File: config.mk
export PLATFORM = sky130hd
export DESIGN_NAME = grom_mem_arbiter
export DESIGN_NICKNAME = d
export VERILOG_FILES = /design/src/rtl/grom_mem_arbiter.sv
export SDC_FILE = /design/constraint.sdc
export NUM_CORES = 1
export LEC_CHECK = 0
export BUFFER_PORTS_ARGS = -buffer_cell sky130_fd_sc_hd__buf_2
export CAP_MARGIN = 20
export CORE_ASPECT_RATIO = 2
export CORE_MARGIN = 2
export CORE_UTILIZATION = 45
export CTS_CLUSTER_DIAMETER = 200
export CTS_CLUSTER_SIZE = 20
export DETAILED_ROUTE_END_ITERATION = 12
export PLACE_DENSITY = 0.77
export SYNTH_ARGS = -nofsm -noshare
export SYNTH_HDL_FRONTEND = slang
export SYNTH_SLANG_ARGS = --single-unit
File: constraint.sdc
create_clock -name clk -period 1.95 [get_ports clk]
set_input_delay 0.195 -clock clk [delete_from_list [all_inputs] [get_ports clk]]
set_output_delay 0.195 -clock clk [all_outputs]
set_load 0.01 [all_outputs]
File: src/rtl/grom_mem_arbiter.sv
// rtl/grom_mem_arbiter.sv - two-master round-robin arbiter with burst lock for a shared synchronous RAM
module grom_mem_arbiter #(
  parameter int ADDR_W    = 12,
  parameter int DATA_W    = 8,
  parameter int BURST_MAX = 4
) (
  input  logic              clk,
  input  logic              reset,
  input  logic              m0_req,
  input  logic              m0_we,
  input  logic              m0_lock,
  input  logic [ADDR_W-1:0] m0_addr,
  input  logic [DATA_W-1:0] m0_wdata,
  output logic              m0_ack,
  input  logic              m1_req,
  input  logic              m1_we,
  input  logic              m1_lock,
  input  logic [ADDR_W-1:0] m1_addr,
  input  logic [DATA_W-1:0] m1_wdata,
  output logic              m1_ack,
  output logic [DATA_W-1:0] rdata,
  output logic [ADDR_W-1:0] mem_addr,
  output logic              mem_we,
  output logic [DATA_W-1:0] mem_wdata,
  input  logic [DATA_W-1:0] mem_rdata,
  output logic              busy
);

  typedef enum logic [1:0] {
    ST_IDLE = 2'd0,
    ST_MEM  = 2'd1,
    ST_ACK  = 2'd2
  } state_t;

  localparam logic [3:0] BURST_LIM = 4'(BURST_MAX);
  localparam logic [3:0] BURST_SAT = 4'hF;

  state_t              state, state_nxt;
  logic [ADDR_W-1:0]   addr_nxt;
  logic [DATA_W-1:0]   wdata_nxt;
  logic                we_nxt;
  logic                ack0_nxt, ack1_nxt;
  logic                owner, owner_nxt;
  logic                last, last_nxt;
  logic [3:0]          burst_cnt, cnt_nxt;
  logic                win;
  logic                req_last, lock_last;

  // Request and lock of the master that won the previous grant
  assign req_last  = last ? m1_req  : m0_req;
  assign lock_last = last ? m1_lock : m0_lock;

  // Read data is a straight pass of the RAM output; meaningful only in the ack cycle
  assign rdata = mem_rdata;
  assign busy  = (state != ST_IDLE);

  // State and registered RAM/ack outputs; reset abandons any in-flight access
  always_ff @(posedge clk or posedge reset) begin
    if (reset) begin
      state     <= ST_IDLE;
      mem_addr  <= '0;
      mem_wdata <= '0;
      mem_we    <= 1'b0;
      m0_ack    <= 1'b0;
      m1_ack    <= 1'b0;
      owner     <= 1'b0;
      last      <= 1'b1;
      burst_cnt <= 4'd0;
    end else begin
      state     <= state_nxt;
      mem_addr  <= addr_nxt;
      mem_wdata <= wdata_nxt;
      mem_we    <= we_nxt;
      m0_ack    <= ack0_nxt;
      m1_ack    <= ack1_nxt;
      owner     <= owner_nxt;
      last      <= last_nxt;
      burst_cnt <= cnt_nxt;
    end
  end

  // Next-state, arbitration and output decode; requests are only looked at in IDLE
  always_comb begin
    state_nxt = state;
    addr_nxt  = mem_addr;
    wdata_nxt = mem_wdata;
    we_nxt    = 1'b0;
    ack0_nxt  = 1'b0;
    ack1_nxt  = 1'b0;
    owner_nxt = owner;
    last_nxt  = last;
    cnt_nxt   = burst_cnt;
    win       = 1'b0;
    case (state)
      ST_IDLE: begin
        if (m0_req || m1_req) begin
          // Lock keeps the previous winner until the burst limit, then round-robin
          if (req_last && lock_last && (burst_cnt < BURST_LIM)) begin
            win = last;
          end else if (m0_req && m1_req) begin
            win = ~last;
          end else begin
            win = m1_req;
          end
          addr_nxt  = win ? m1_addr  : m0_addr;
          wdata_nxt = win ? m1_wdata : m0_wdata;
          we_nxt    = win ? m1_we    : m0_we;
          owner_nxt = win;
          last_nxt  = win;
          if (win == last) begin
            cnt_nxt = (burst_cnt == BURST_SAT) ? burst_cnt : burst_cnt + 4'd1;
          end else begin
            cnt_nxt = 4'd1;
          end
          state_nxt = ST_MEM;
        end
      end
      ST_MEM: begin
        ack0_nxt  = ~owner;
        ack1_nxt  = owner;
        state_nxt = ST_ACK;
      end
      ST_ACK: begin
        state_nxt = ST_IDLE;
      end
      default: begin
        state_nxt = ST_IDLE;
      end
    endcase
  end

endmodule

==> summary.md <==
| Metric | Value |
|---|---|
| CP startpoint kind | `flip-flop` |
| Final #Nets | `292` |
| Status | `completed` |
| Cts repair resizes | `0` |
| WP buf/inv | `0` |
| Clk slew on worst S/H paths | `0.07 ns` |
| Endpoint class of the critical path | `flip-flop` |
| Largest net degree at the start of global routing | `32` |
| Row count | `31` |
| CTS Sinks | `31` |
| Cell depth of the worst setup path | `4` |
| Fill count | `363` |
| Die W | `47.0 um` |
| Final setup TNS | `0 ns` |
| Design area | `2070 um2` |
| Post-DP Area | `1940 um2` |
| Mapped cell area | `1670 um2` |
| Hold path depth | `3` |
| Worst endpoint required time | `2.14 ns` |
| Unrepaired setup endpoints after global routing | `no` |
| CP Max Fanout | `22` |
| VDD IR max | `0.000881 V` |
| Cells after Synth | `171` |
| Worst R2R Path Depth | `4` |
| Reg area | `777 um2` |
| Share of cells above drive strength 1 | `40.3%` |
| Ant diodes | `0` |
| CP max stage cell | `o221a_2` |
| Delay-heaviest family, CP | `compound AO/OA/AOI/OAI gates` |
| Slew Viols, Final | `0` |
| Syn Area/Cell | `9.75 um2` |
| Setup ws final | `0.252 ns` |
| Port bufs | `71` |
| Crit Path Category | `flip-flop to flip-flop` |
| Synth cell types | `37` |
| Relative slew margins | `57.2%` |
| Max Clk Rate | `0.589 GHz` |
| Cell accounting for the most synthesized area | `dfrtp_1` |
| CP cell instances | `nor3b_2, o221a_2, o21ai_0, a21oi_1` |
| Starting DRC count in detailed routing | `54` |
| Layout Cells excl Fill | `285` |
| Pre-CTS WS | `0.273 ns` |
| Total core area | `3570 um2` |
| Worst Hold Class | `input pin to flip-flop` |
| Mapped Nets | `228` |
| CTS H-tree depth | `2` |
| Area of the multi-input gates | `684 um2` |
| Die ar. | `4240 um2` |
| Setup Skew | `0.00223 ns` |
| Commonest cells after routing, fill and taps aside | `buf_2 (71), dfrtp_1 (30), a21oi_1 (25)` |
| TritonCTS buffer count | `5` |
| Cells after DPL | `276` |
| DRT antenna net count | `0` |
| Final worst path period share | `87.1%` |
| CTS max path bufs | `2` |
| Final HPWL DP | `3.18 mm` |
| Seq/Total Area, Yosys | `46.6%` |
| Clk Latency, worst-skew pair | `0.28 ns` |
| Yosys Warn Count | `0` |
| Synth Register Bits | `31` |
| WL final | `4.28 mm` |
| Final setup vio count | `0` |
| Root Driver | `clkbuf_8` |
| Synth area leaders | `dfrtp_1 (45%), a21oi_1 (7.5%), a31oi_1 (7.5%), nor2_1 (4.7%), o21ai_0 (4.2%)` |
| Area growth syn-to-layout | `24.2%` |
| Commonest non-fill, non-tap cell in the layout | `buf_2` |
| Drt drc | `0` |
| TritonRoute pass-1 iters | `4` |
| Ports | `88` |
| Die height | `90.1 um` |
| Slew @ Worst Pin | `0.642 ns` |
| Area share of the largest cell type after synthesis | `45.0%` |
| Static leakage | `0.970 nW` |
| GRT overflow | `0` |
| Hold WS | `0.163 ns` |
| Pwr/cell area | `1610 nW/um2` |
| Max-cap violations | `0` |
| Final Hold Fails | `0` |
| CP max stage delay | `0.53 ns` |
| CTS tree | `built` |
| CP arrival | `1.89 ns` |
| Starting density of the core | `46.7%` |
| First-pass GRT wire length | `6.78 mm` |
| Antenna violations before repair | `0` |
| Gpl congestion | `0.807` |
| Via Count | `1570` |
| Via/cell ratio | `5.51` |
| Vias in the first global route | `1574` |
| Post-layout min period | `1.70 ns` |
| GRT Overall Usage | `21.8%` |
| WL per Instance | `15.0 um` |
==> worst paths after layout <==
path / slack, ns / startpoint / to
setup / recovery: 0.25 / burst_cnt[3]$_DFFE_PP0P_ / mem_addr[7]$_DFFE_PP0P_
hold / removal: 0.16 / m0_wdata[6] / mem_wdata[6]$_DFFE_PP0P_
setup reg to reg: 0.25 / burst_cnt[3]$_DFFE_PP0P_ / mem_addr[7]$_DFFE_PP0P_
hold reg to reg: 0.45 / state[1]$_DFFE_PP0P_ / state[1]$_DFFE_PP0P_
max in group asynchronous: 1.10 / reset / last$_DFFE_PP1P_
min in group asynchronous: 0.53 / reset / mem_addr[0]$_DFFE_PP0P_
==> power breakdown <==
part | total, mW | switching [mW] | internal [mW]
Clock | 0.652 | 0.239 | 0.413
Sequential | 1.16 | 0.196 | 0.966
Combinational | 1.51 | 0.881 | 0.634
==> per-stage QoR <==
stage,utilization [%],power [mW]
after detailed placement,54.4,2.70
final,58.0,3.33
after global placement,54.4,2.65
after global routing,58.0,3.58
after floorplan,-,2.25
after CTS,58.0,3.36
==> cell type report <==
cell class | instances | area share [%]
inverter | 5 | 0.907
clock buffer | 6 | 3.99
multi-input combinational | 114 | 33.1
tap | 49 | 2.96
timing repair buffer | 78 | 19.8
sequential | 31 | 37.5
clock inverter | 2 | 1.69
==> registers in the layout, indices dropped and copies added (netlist names) <==
name       cells
burst_cnt      4
last           1
m0_ack         1
m1_ack         1
mem_addr      12
mem_wdata      8
mem_we         1
owner          1
state          2
==> kinds of logic after synthesis <==
group	Yosys count	synth area share, %
multiplexers	1	0.601
AND/OR/NAND/NOR	36	11.3
flip-flops	31	46.6
AO/OA/AOI/OAI	76	28.5
buffers and inverters	26	12.3
adder cells (fa/ha/maj)	1	0.751
==> worst register-to-register path, cell delays in order (launching register included) <==
cell     delay, ns
dfrtp_1       0.45
nor3b_2       0.28
o221a_2       0.53
o21ai_0       0.14
a21oi_1       0.21
==> cell usage after synthesis <==
master           n
inv_1            4
o21ai_0         14
o221ai_2         1
buf_2            2
o21ai_2          1
inv_2            1
a31oi_1         20
o21bai_1         1
o32ai_4          1
and2_1           1
a31o_1           1
a32o_1           1
nand3_1          2
dfstp_2          1
nand2b_1         1
a21oi_1         25
nor2_1          21
and3_1           1
dfrtp_1         30
dlymetal6s2s_1   1
clkbuf_1         1
buf_6            5
nor2b_1          3
and4bb_2         1
a22o_1           1
dlygate4sd1_1    1
or2_1            1
nor3b_2          2
o32ai_2          1
ha_1             1
nor4bb_1         1
nand2_1          2
clkbuf_8         2
o21ai_1          8
buf_4            9
o221a_2          1
mux2i_1          1
==> layer usage <==
metal | global-route usage (%) | wire (um) | share of wire [%]
met3 | 2.81 | 195 | 4.6
met1 | 24.3 | 1520 | 36
met5 | 0 | 0 | 0
met2 | 36.1 | 2370 | 55
met4 | 13.7 | 189 | 4.4
==> what timing repair did <==
| item | in CTS | in global routing |
|---|---|---|
| hold buffers | 1 | 0 |
| buffers inserted | 0 | 0 |
| hold endpoints to repair | 25 | 0 |
Note: power is estimated with default switching activity, not from simulation.
